==> config.mk <==
export PLATFORM = sky130hd
export DESIGN_NAME = vga_sync_rx_flat
export DESIGN_NICKNAME = d
export VERILOG_FILES = /design/src/rtl/vga_sync_rx_if.sv /design/src/rtl/vga_sync_rx.sv /design/src/flat_wrapper.sv
export SDC_FILE = /design/constraint.sdc
export NUM_CORES = 1
export LEC_CHECK = 0
export CORE_ASPECT_RATIO = 0.7
export CORE_MARGIN = 5
export CORE_UTILIZATION = 50
export DETAILED_ROUTE_END_ITERATION = 16
export PLACE_DENSITY = 0.74
export SYNTH_ARGS = -nofsm -noshare
export SYNTH_HDL_FRONTEND = slang
export SYNTH_SLANG_ARGS = --single-unit
==> constraint.sdc <==
create_clock -name clk -period 2.25 [get_ports clk]
set_input_delay 0.5625 -clock clk [delete_from_list [all_inputs] [get_ports clk]]
set_output_delay 0.5625 -clock clk [all_outputs]
set_load 0.02 [all_outputs]
==> src/rtl/vga_sync_rx_if.sv <==
// Sync receiver bus: sync inputs from the video source and recovered timing outputs.
// Ports (signals):
//   hsync_in, vsync_in  : active-low sync from the source
//   pixel_x, pixel_y    : recovered column / row
//   video_on            : locked and inside the active area
//   locked              : timing lock
//   frame_start         : one-clock pulse at (0,0) while locked
//   sync_err            : one-clock pulse per detected timing error
//   line_len            : last measured clocks per line
//   frame_lines         : last measured lines per frame
interface vga_sync_rx_if;
    logic        hsync_in;
    logic        vsync_in;
    logic [11:0] pixel_x;
    logic [11:0] pixel_y;
    logic        video_on;
    logic        locked;
    logic        frame_start;
    logic        sync_err;
    logic [11:0] line_len;
    logic [11:0] frame_lines;

    // Source / observer side
    modport master (
        output hsync_in, vsync_in,
        input  pixel_x, pixel_y, video_on, locked, frame_start, sync_err,
               line_len, frame_lines
    );

    // Receiver side
    modport slave (
        input  hsync_in, vsync_in,
        output pixel_x, pixel_y, video_on, locked, frame_start, sync_err,
               line_len, frame_lines
    );
endinterface

==> src/rtl/vga_sync_rx.sv <==
// VGA sync receiver: recovers pixel/line position from hsync/vsync, measures
// line and frame timing, flags timing errors and locks after clean frames.
// Ports:
//   clk  : pixel clock (same clock as the sync source)
//   rst  : synchronous active-high reset
//   bus  : vga_sync_rx_if.slave (sync inputs, position/status outputs)
module vga_sync_rx #(
    parameter int unsigned HD          = 640,
    parameter int unsigned HR          = 16,
    parameter int unsigned HRET        = 96,
    parameter int unsigned HL          = 48,
    parameter int unsigned VD          = 480,
    parameter int unsigned VB          = 1,
    parameter int unsigned VRET        = 2,
    parameter int unsigned VT          = 42,
    parameter int unsigned LOCK_FRAMES = 2,
    parameter int unsigned HTIMEOUT    = 1024
) (
    input  logic          clk,
    input  logic          rst,
    vga_sync_rx_if.slave  bus
);
    localparam int unsigned CW   = 12;
    localparam int unsigned HTOT = HD + HR + HRET + HL;
    localparam int unsigned VTOT = VD + VB + VRET + VT;
    localparam int unsigned VSW  = VRET * HTOT;
    localparam logic [CW-1:0] CMAX = '1;

    localparam logic [1:0] S_SEARCH = 2'd0;
    localparam logic [1:0] S_TRACK  = 2'd1;
    localparam logic [1:0] S_LOCKED = 2'd2;

    logic          r_hs_prev, r_vs_prev;
    logic [CW-1:0] r_x, r_y;
    logic [CW-1:0] r_lcnt, r_hwid, r_vwid, r_hcnt;
    logic [CW-1:0] r_line_len, r_frame_lines;
    logic          r_h_armed, r_v_armed;
    logic [1:0]    r_state;
    logic [CW-1:0] r_good;
    logic          r_video_on, r_locked, r_frame_start, r_sync_err;

    logic          w_hfall, w_hrise, w_vfall, w_vrise;
    logic          w_xwrap;
    logic [CW-1:0] w_x_next, w_y_next;
    logic          w_h_err, w_v_err, w_err;
    logic [1:0]    w_state_next;
    logic [CW-1:0] w_good_next;
    logic          w_lock_next;

    // Sync edge detection against the previous-clock sample
    assign w_hfall = !bus.hsync_in &&  r_hs_prev;
    assign w_hrise =  bus.hsync_in && !r_hs_prev;
    assign w_vfall = !bus.vsync_in &&  r_vs_prev;
    assign w_vrise =  bus.vsync_in && !r_vs_prev;

    // Position counters: sync falls re-align them to the start of the sync pulse
    assign w_xwrap = !w_hfall && (r_x == CW'(HTOT - 1));

    always_comb begin
        w_x_next = r_x + CW'(1);
        w_y_next = r_y;
        if (w_hfall)
            w_x_next = CW'(HD + HR);
        else if (w_xwrap)
            w_x_next = '0;
        if (w_vfall)
            w_y_next = CW'(VD + VB);
        else if (w_xwrap)
            w_y_next = (r_y == CW'(VTOT - 1)) ? '0 : r_y + CW'(1);
    end

    // Timing checks; armed flags suppress checks until a full interval has been seen
    assign w_h_err = r_h_armed && ((w_hfall && (r_lcnt != CW'(HTOT))) ||
                                   (w_hrise && (r_hwid != CW'(HRET))) ||
                                   (!w_hfall && (r_lcnt == CW'(HTIMEOUT))));
    assign w_v_err = r_v_armed && ((w_vfall && (r_hcnt != CW'(VTOT))) ||
                                   (w_vrise && (r_vwid != CW'(VSW))));
    assign w_err   = w_h_err || w_v_err;

    // Lock state machine
    always_comb begin
        w_state_next = r_state;
        w_good_next  = r_good;
        case (r_state)
            S_SEARCH: begin
                if (w_vfall && !w_err) begin
                    w_state_next = S_TRACK;
                    w_good_next  = '0;
                end
            end
            S_TRACK: begin
                if (w_err) begin
                    w_state_next = S_SEARCH;
                end else if (w_vfall) begin
                    w_good_next = r_good + CW'(1);
                    if (w_good_next >= CW'(LOCK_FRAMES))
                        w_state_next = S_LOCKED;
                end
            end
            S_LOCKED: begin
                if (w_err)
                    w_state_next = S_SEARCH;
            end
            default: w_state_next = S_SEARCH;
        endcase
    end

    assign w_lock_next = (w_state_next == S_LOCKED);

    // State, counters and registered outputs
    always_ff @(posedge clk) begin
        if (rst) begin
            r_hs_prev     <= 1'b1;
            r_vs_prev     <= 1'b1;
            r_x           <= '0;
            r_y           <= '0;
            r_lcnt        <= '0;
            r_hwid        <= '0;
            r_vwid        <= '0;
            r_hcnt        <= '0;
            r_line_len    <= '0;
            r_frame_lines <= '0;
            r_h_armed     <= 1'b0;
            r_v_armed     <= 1'b0;
            r_state       <= S_SEARCH;
            r_good        <= '0;
            r_video_on    <= 1'b0;
            r_locked      <= 1'b0;
            r_frame_start <= 1'b0;
            r_sync_err    <= 1'b0;
        end else begin
            r_hs_prev <= bus.hsync_in;
            r_vs_prev <= bus.vsync_in;
            r_x       <= w_x_next;
            r_y       <= w_y_next;

            // Clocks per line, saturating
            if (w_hfall) begin
                r_lcnt     <= CW'(1);
                r_line_len <= r_lcnt;
            end else if (r_lcnt != CMAX) begin
                r_lcnt <= r_lcnt + CW'(1);
            end

            // hsync / vsync low widths in clocks, saturating
            if (w_hfall)
                r_hwid <= CW'(1);
            else if (!bus.hsync_in && (r_hwid != CMAX))
                r_hwid <= r_hwid + CW'(1);

            if (w_vfall)
                r_vwid <= CW'(1);
            else if (!bus.vsync_in && (r_vwid != CMAX))
                r_vwid <= r_vwid + CW'(1);

            // Lines per frame (hsync falls between vsync falls)
            if (w_vfall) begin
                r_hcnt        <= w_hfall ? CW'(1) : '0;
                r_frame_lines <= r_hcnt;
            end else if (w_hfall && (r_hcnt != CMAX)) begin
                r_hcnt <= r_hcnt + CW'(1);
            end

            // Any error restarts measurement from a fresh edge
            if (w_err) begin
                r_h_armed <= 1'b0;
                r_v_armed <= 1'b0;
            end else begin
                if (w_hfall) r_h_armed <= 1'b1;
                if (w_vfall) r_v_armed <= 1'b1;
            end

            r_state       <= w_state_next;
            r_good        <= w_good_next;
            r_locked      <= w_lock_next;
            r_video_on    <= w_lock_next && (w_x_next < CW'(HD)) && (w_y_next < CW'(VD));
            r_frame_start <= w_lock_next && (w_x_next == '0) && (w_y_next == '0);
            r_sync_err    <= w_err;
        end
    end

    assign bus.pixel_x     = r_x;
    assign bus.pixel_y     = r_y;
    assign bus.video_on    = r_video_on;
    assign bus.locked      = r_locked;
    assign bus.frame_start = r_frame_start;
    assign bus.sync_err    = r_sync_err;
    assign bus.line_len    = r_line_len;
    assign bus.frame_lines = r_frame_lines;
endmodule
==> src/flat_wrapper.sv <==
// flat-port wrapper written by rule: the top's interface ports become plain ports
module vga_sync_rx_flat 
#(
    parameter int unsigned HD          = 640,
    parameter int unsigned HR          = 16,
    parameter int unsigned HRET        = 96,
    parameter int unsigned HL          = 48,
    parameter int unsigned VD          = 480,
    parameter int unsigned VB          = 1,
    parameter int unsigned VRET        = 2,
    parameter int unsigned VT          = 42,
    parameter int unsigned LOCK_FRAMES = 2,
    parameter int unsigned HTIMEOUT    = 1024
)
  (clk, rst, bus_hsync_in, bus_vsync_in, bus_pixel_x, bus_pixel_y, bus_video_on, bus_locked, bus_frame_start, bus_sync_err, bus_line_len, bus_frame_lines);
  vga_sync_rx_if bus_i ();
  input  logic clk;
  input  logic rst;
  input wire logic [$bits(bus_i.hsync_in)-1:0] bus_hsync_in;
  input wire logic [$bits(bus_i.vsync_in)-1:0] bus_vsync_in;
  output wire logic [$bits(bus_i.pixel_x)-1:0] bus_pixel_x;
  output wire logic [$bits(bus_i.pixel_y)-1:0] bus_pixel_y;
  output wire logic [$bits(bus_i.video_on)-1:0] bus_video_on;
  output wire logic [$bits(bus_i.locked)-1:0] bus_locked;
  output wire logic [$bits(bus_i.frame_start)-1:0] bus_frame_start;
  output wire logic [$bits(bus_i.sync_err)-1:0] bus_sync_err;
  output wire logic [$bits(bus_i.line_len)-1:0] bus_line_len;
  output wire logic [$bits(bus_i.frame_lines)-1:0] bus_frame_lines;
  assign bus_i.hsync_in = bus_hsync_in;
  assign bus_i.vsync_in = bus_vsync_in;
  assign bus_pixel_x = bus_i.pixel_x;
  assign bus_pixel_y = bus_i.pixel_y;
  assign bus_video_on = bus_i.video_on;
  assign bus_locked = bus_i.locked;
  assign bus_frame_start = bus_i.frame_start;
  assign bus_sync_err = bus_i.sync_err;
  assign bus_line_len = bus_i.line_len;
  assign bus_frame_lines = bus_i.frame_lines;
  vga_sync_rx #(.HD(HD), .HR(HR), .HRET(HRET), .HL(HL), .VD(VD), .VB(VB), .VRET(VRET), .VT(VT), .LOCK_FRAMES(LOCK_FRAMES), .HTIMEOUT(HTIMEOUT)) u_core (.clk(clk), .rst(rst), .bus(bus_i));
endmodule
==> results.sh <==
export IMPL_synth_adder_area_share_pct=2.80
export IMPL_reg2reg_slack_ps=-50
export IMPL_violations="setup timing"
export IMPL_ant_nets=0
export IMPL_synth_compound_area_share_pct=12.9
export IMPL_grt_pass1_vias=5522
export IMPL_power_leakage_nw=3.05
export IMPL_clk_path_buf_depth=2
export IMPL_core_area_um2=11200
export IMPL_synthMuxAreaShare_pct=0.949
export IMPL_max_slew_margin_pct=64.1
export IMPL_area_growth_pct=40.4
export IMPL_async_flop_share_pct=0
export IMPL_vias=5689
export IMPL_yosys_area_share_simple_pct=30.2
export IMPL_layout_commonest_cell="buf_4"
export IMPL_outcome="finished with violations"
export IMPL_r2r_start="u_core.r_good[3]"
export IMPL_timing_final_crit_share_pct=102
export IMPL_crit_arrival_ps=2630
export IMPL_htreeDepth=4
export IMPL_slew_viol_final=0
export IMPL_yosys_top_cells_area="dfxtp_1, nand2_1, nor2_1, a21oi_1, xor2_1"
export IMPL_start_util_pct=51.9
export IMPL_grt_use_total_pct=22.5
export IMPL_die_y_um=100
export IMPL_regArea_um2=2380
export IMPL_cts_root_buf="clkbuf_16"
export IMPL_drive_above_1_share_pct=25.3
export IMPL_hold_path_class="flip-flop to flip-flop"
export IMPL_rsz0062_at_grt="true"
export IMPL_synth_enable_flop_cells=0
export IMPL_max_freq_ghz=0.434
export IMPL_drt_initial_drc_count=456
export IMPL_ys_ff_latch=118
export IMPL_fin_tns_setup_ps=-71.6
export IMPL_fill_cells=796
export IMPL_die_area_um2=13900
export IMPL_synth_xor_area_share_pct=8.16
export IMPL_cp_end_kind="flip-flop"
export IMPL_required_ps=2570
export IMPL_synth_top_family_by_area="simple AND/OR/NAND/NOR gates"
export IMPL_final_cell_mix="buf_4, dfxtp_1, nand2_1"
export IMPL_postSynthAreaPerCell_um2=8.17
export IMPL_cts_sinks=118
export IMPL_synth_top_area_share_pct=40.7
export IMPL_multi_input_area_um2=3410
export IMPL_grt_max_degree=23
export IMPL_holdPathEnd="u_core.bus.frame_lines[11]"
export IMPL_vias_per_cell=5.51
export IMPL_fin_worst_skew_ps=8.67
export IMPL_criticalPathCategory="flip-flop to flip-flop"
export IMPL_drt_wl_total_um=16300
export IMPL_place_hpwl_um=11300
export IMPL_drc_errors=0
export IMPL_hold_start="u_core.bus.frame_lines[11]"
export IMPL_die_x_um=139
export IMPL_fin_ws_ps=-52.3
export IMPL_gp_congestion=0.925
export IMPL_wire_per_inst_um=15.8
export IMPL_finalHoldViolations=0
export IMPL_setup_violations=3
export IMPL_cts_clk_slew_worst_paths_ps=60
export IMPL_rr_worst_depth=7
export IMPL_place_area_um2=7310
export IMPL_n_antenna_cell=0
export IMPL_synthCells=710
export IMPL_cts_buffers=17
export IMPL_power_density_nw_per_um2=663
export IMPL_path_max_fanout=3
export IMPL_ios=56
export IMPL_io_buffer_count=55
export IMPL_overflow=0
export IMPL_grt_pass1_wl_um=26200
export IMPL_yosysTopAreaCell="dfxtp_1"
export IMPL_synth_cell_type_count=66
export IMPL_hold_depth=2
export IMPL_final_core_util_pct=72.9
export IMPL_cts_tree="yes"
export IMPL_synth_ff_type="dfxtp_1"
export IMPL_clock_latency_ps=410
export IMPL_rr_endpoint="u_core.bus.frame_start"
export IMPL_core_rowCount=32
export IMPL_syn_nets=727
export IMPL_yosysSeqAreaShare_pct=40.7
export IMPL_ys_warn_count=0
export IMPL_ir_worst_vdd_mv=0.543
export IMPL_firstDrtPassIters=5
export IMPL_worstMarginPinSlew_ps=534
export IMPL_fin_nets=884
export IMPL_max_cap_viol_count=0
export IMPL_period_minus_slack_ps=2300
export IMPL_antenna_found_initial=0
export IMPL_cp_start_kind="flip-flop"
export IMPL_synth_area_um2=5800
export IMPL_design_area_um2=8140
-- through the flow --
step                setup WS [ps]  power, mW  hold slack [ps]  cells
floorplan                    -136       2.44              430    710
global route                 -186       5.60              482   1033
CTS                          -114       5.38              454   1028
finish                      -52.3       5.40              452   1033
detailed placement           -635       2.65              447    995
global placement             -585       2.64              442    995
-- how the worst max path moves through the flow --
stage	startpoint	endpoint	slack (ps)	cells past startpoint
final	u_core.r_good[3]	u_core.bus.frame_start	-50	7
after global routing	u_core.bus.pixel_x[1]	u_core.bus.frame_start	-190	8
after detailed placement	bus_hsync_in	u_core.bus.frame_start	-630	9
after global placement	bus_hsync_in	u_core.bus.frame_start	-590	9
after floorplan	bus_hsync_in	u_core.bus.frame_start	-140	8
after CTS	u_core.bus.pixel_x[5]	u_core.bus.frame_start	-110	7
-- timing repair --
action / CTS / global route
cloned: 0 / 2
resized for setup: 6 / 45
pin swaps: 11 / 16
setup buffers: 1 / 3
hold buffers: 0 / 0
setup endpoints to repair: 24 / 28
hold endpoints to repair: 0 / 0
-- per-layer routing --
| metal | share of wire (%) | track usage, % |
|---|---|---|
| met2 | 48 | 38.3 |
| met5 | 0 | 0 |
| met4 | 1.1 | 6.32 |
| met1 | 46 | 29.1 |
| met3 | 4.9 | 5.38 |
-- logic make-up (layout without fill, tap and decap cells) --
| group | Yosys count | in the layout |
|---|---|---|
| multiplexers | 5 | 5 |
| AND/OR/NAND/NOR | 338 | 339 |
| AO/OA/AOI/OAI | 120 | 120 |
| flip-flops | 118 | 118 |
| adder cells (fa/ha/maj) | 13 | 13 |
| XOR/XNOR | 54 | 54 |
| buffers and inverters | 62 | 231 |
-- flip-flops by register name, indices dropped and copies added (netlist names), 2 cells and up --
signal / flops
u_core.bus.frame_lines: 12
u_core.bus.line_len: 12
u_core.bus.pixel_x: 12
u_core.bus.pixel_y: 12
u_core.r_good: 12
u_core.r_hcnt: 12
u_core.r_hwid: 12
u_core.r_lcnt: 12
u_core.r_state: 2
u_core.r_vwid: 12
-- report_power, final --
part	switching, mW	internal, mW	leakage (nW)
Sequential	0.0351	2.13	0.962
Clock	0.979	1.76	0.285
Combinational	0.269	0.223	1.80
-- cell usage after synthesis, types with 3 or more instances --
library cell	n
o211ai_1	4
o21ai_0	17
nand2_1	93
or3_2	3
nor4_1	7
a31oi_1	5
o32ai_1	4
buf_1	3
nand2b_1	9
ha_1	13
xnor2_1	26
and3_1	13
or4_1	6
or3_1	16
xor2_1	28
nor2b_1	7
and4b_1	4
mux2i_1	4
and2_1	3
nand4_1	19
o31ai_1	4
dfxtp_1	118
a211oi_1	4
nand3_1	24
clkbuf_1	27
a21oi_1	60
o21a_1	4
nand3b_1	3
nor2_1	84
nor3_1	20
or2_2	6
nor4b_1	3
buf_2	4
inv_1	27
-- final cells by class --
class / count / area share [%]
Clock buffer: 19 / 5.44
Tap cell: 153 / 2.35
Timing Repair Buffer: 172 / 17.8
Multi-Input combinational cell: 531 / 41.9
Sequential cell: 118 / 29.3
Clock inverter: 13 / 1.91
Inverter: 27 / 1.28
-- critical path, cell delays in order, from the launching register on --
cell      delay, ps
dfxtp_1         350
nand2_1         100
or4_4           560
mux2_4          330
a31o_4          240
a211oi_4        230
o211ai_2        140
nor4_2          270
Power figures use the tool's default switching activity.
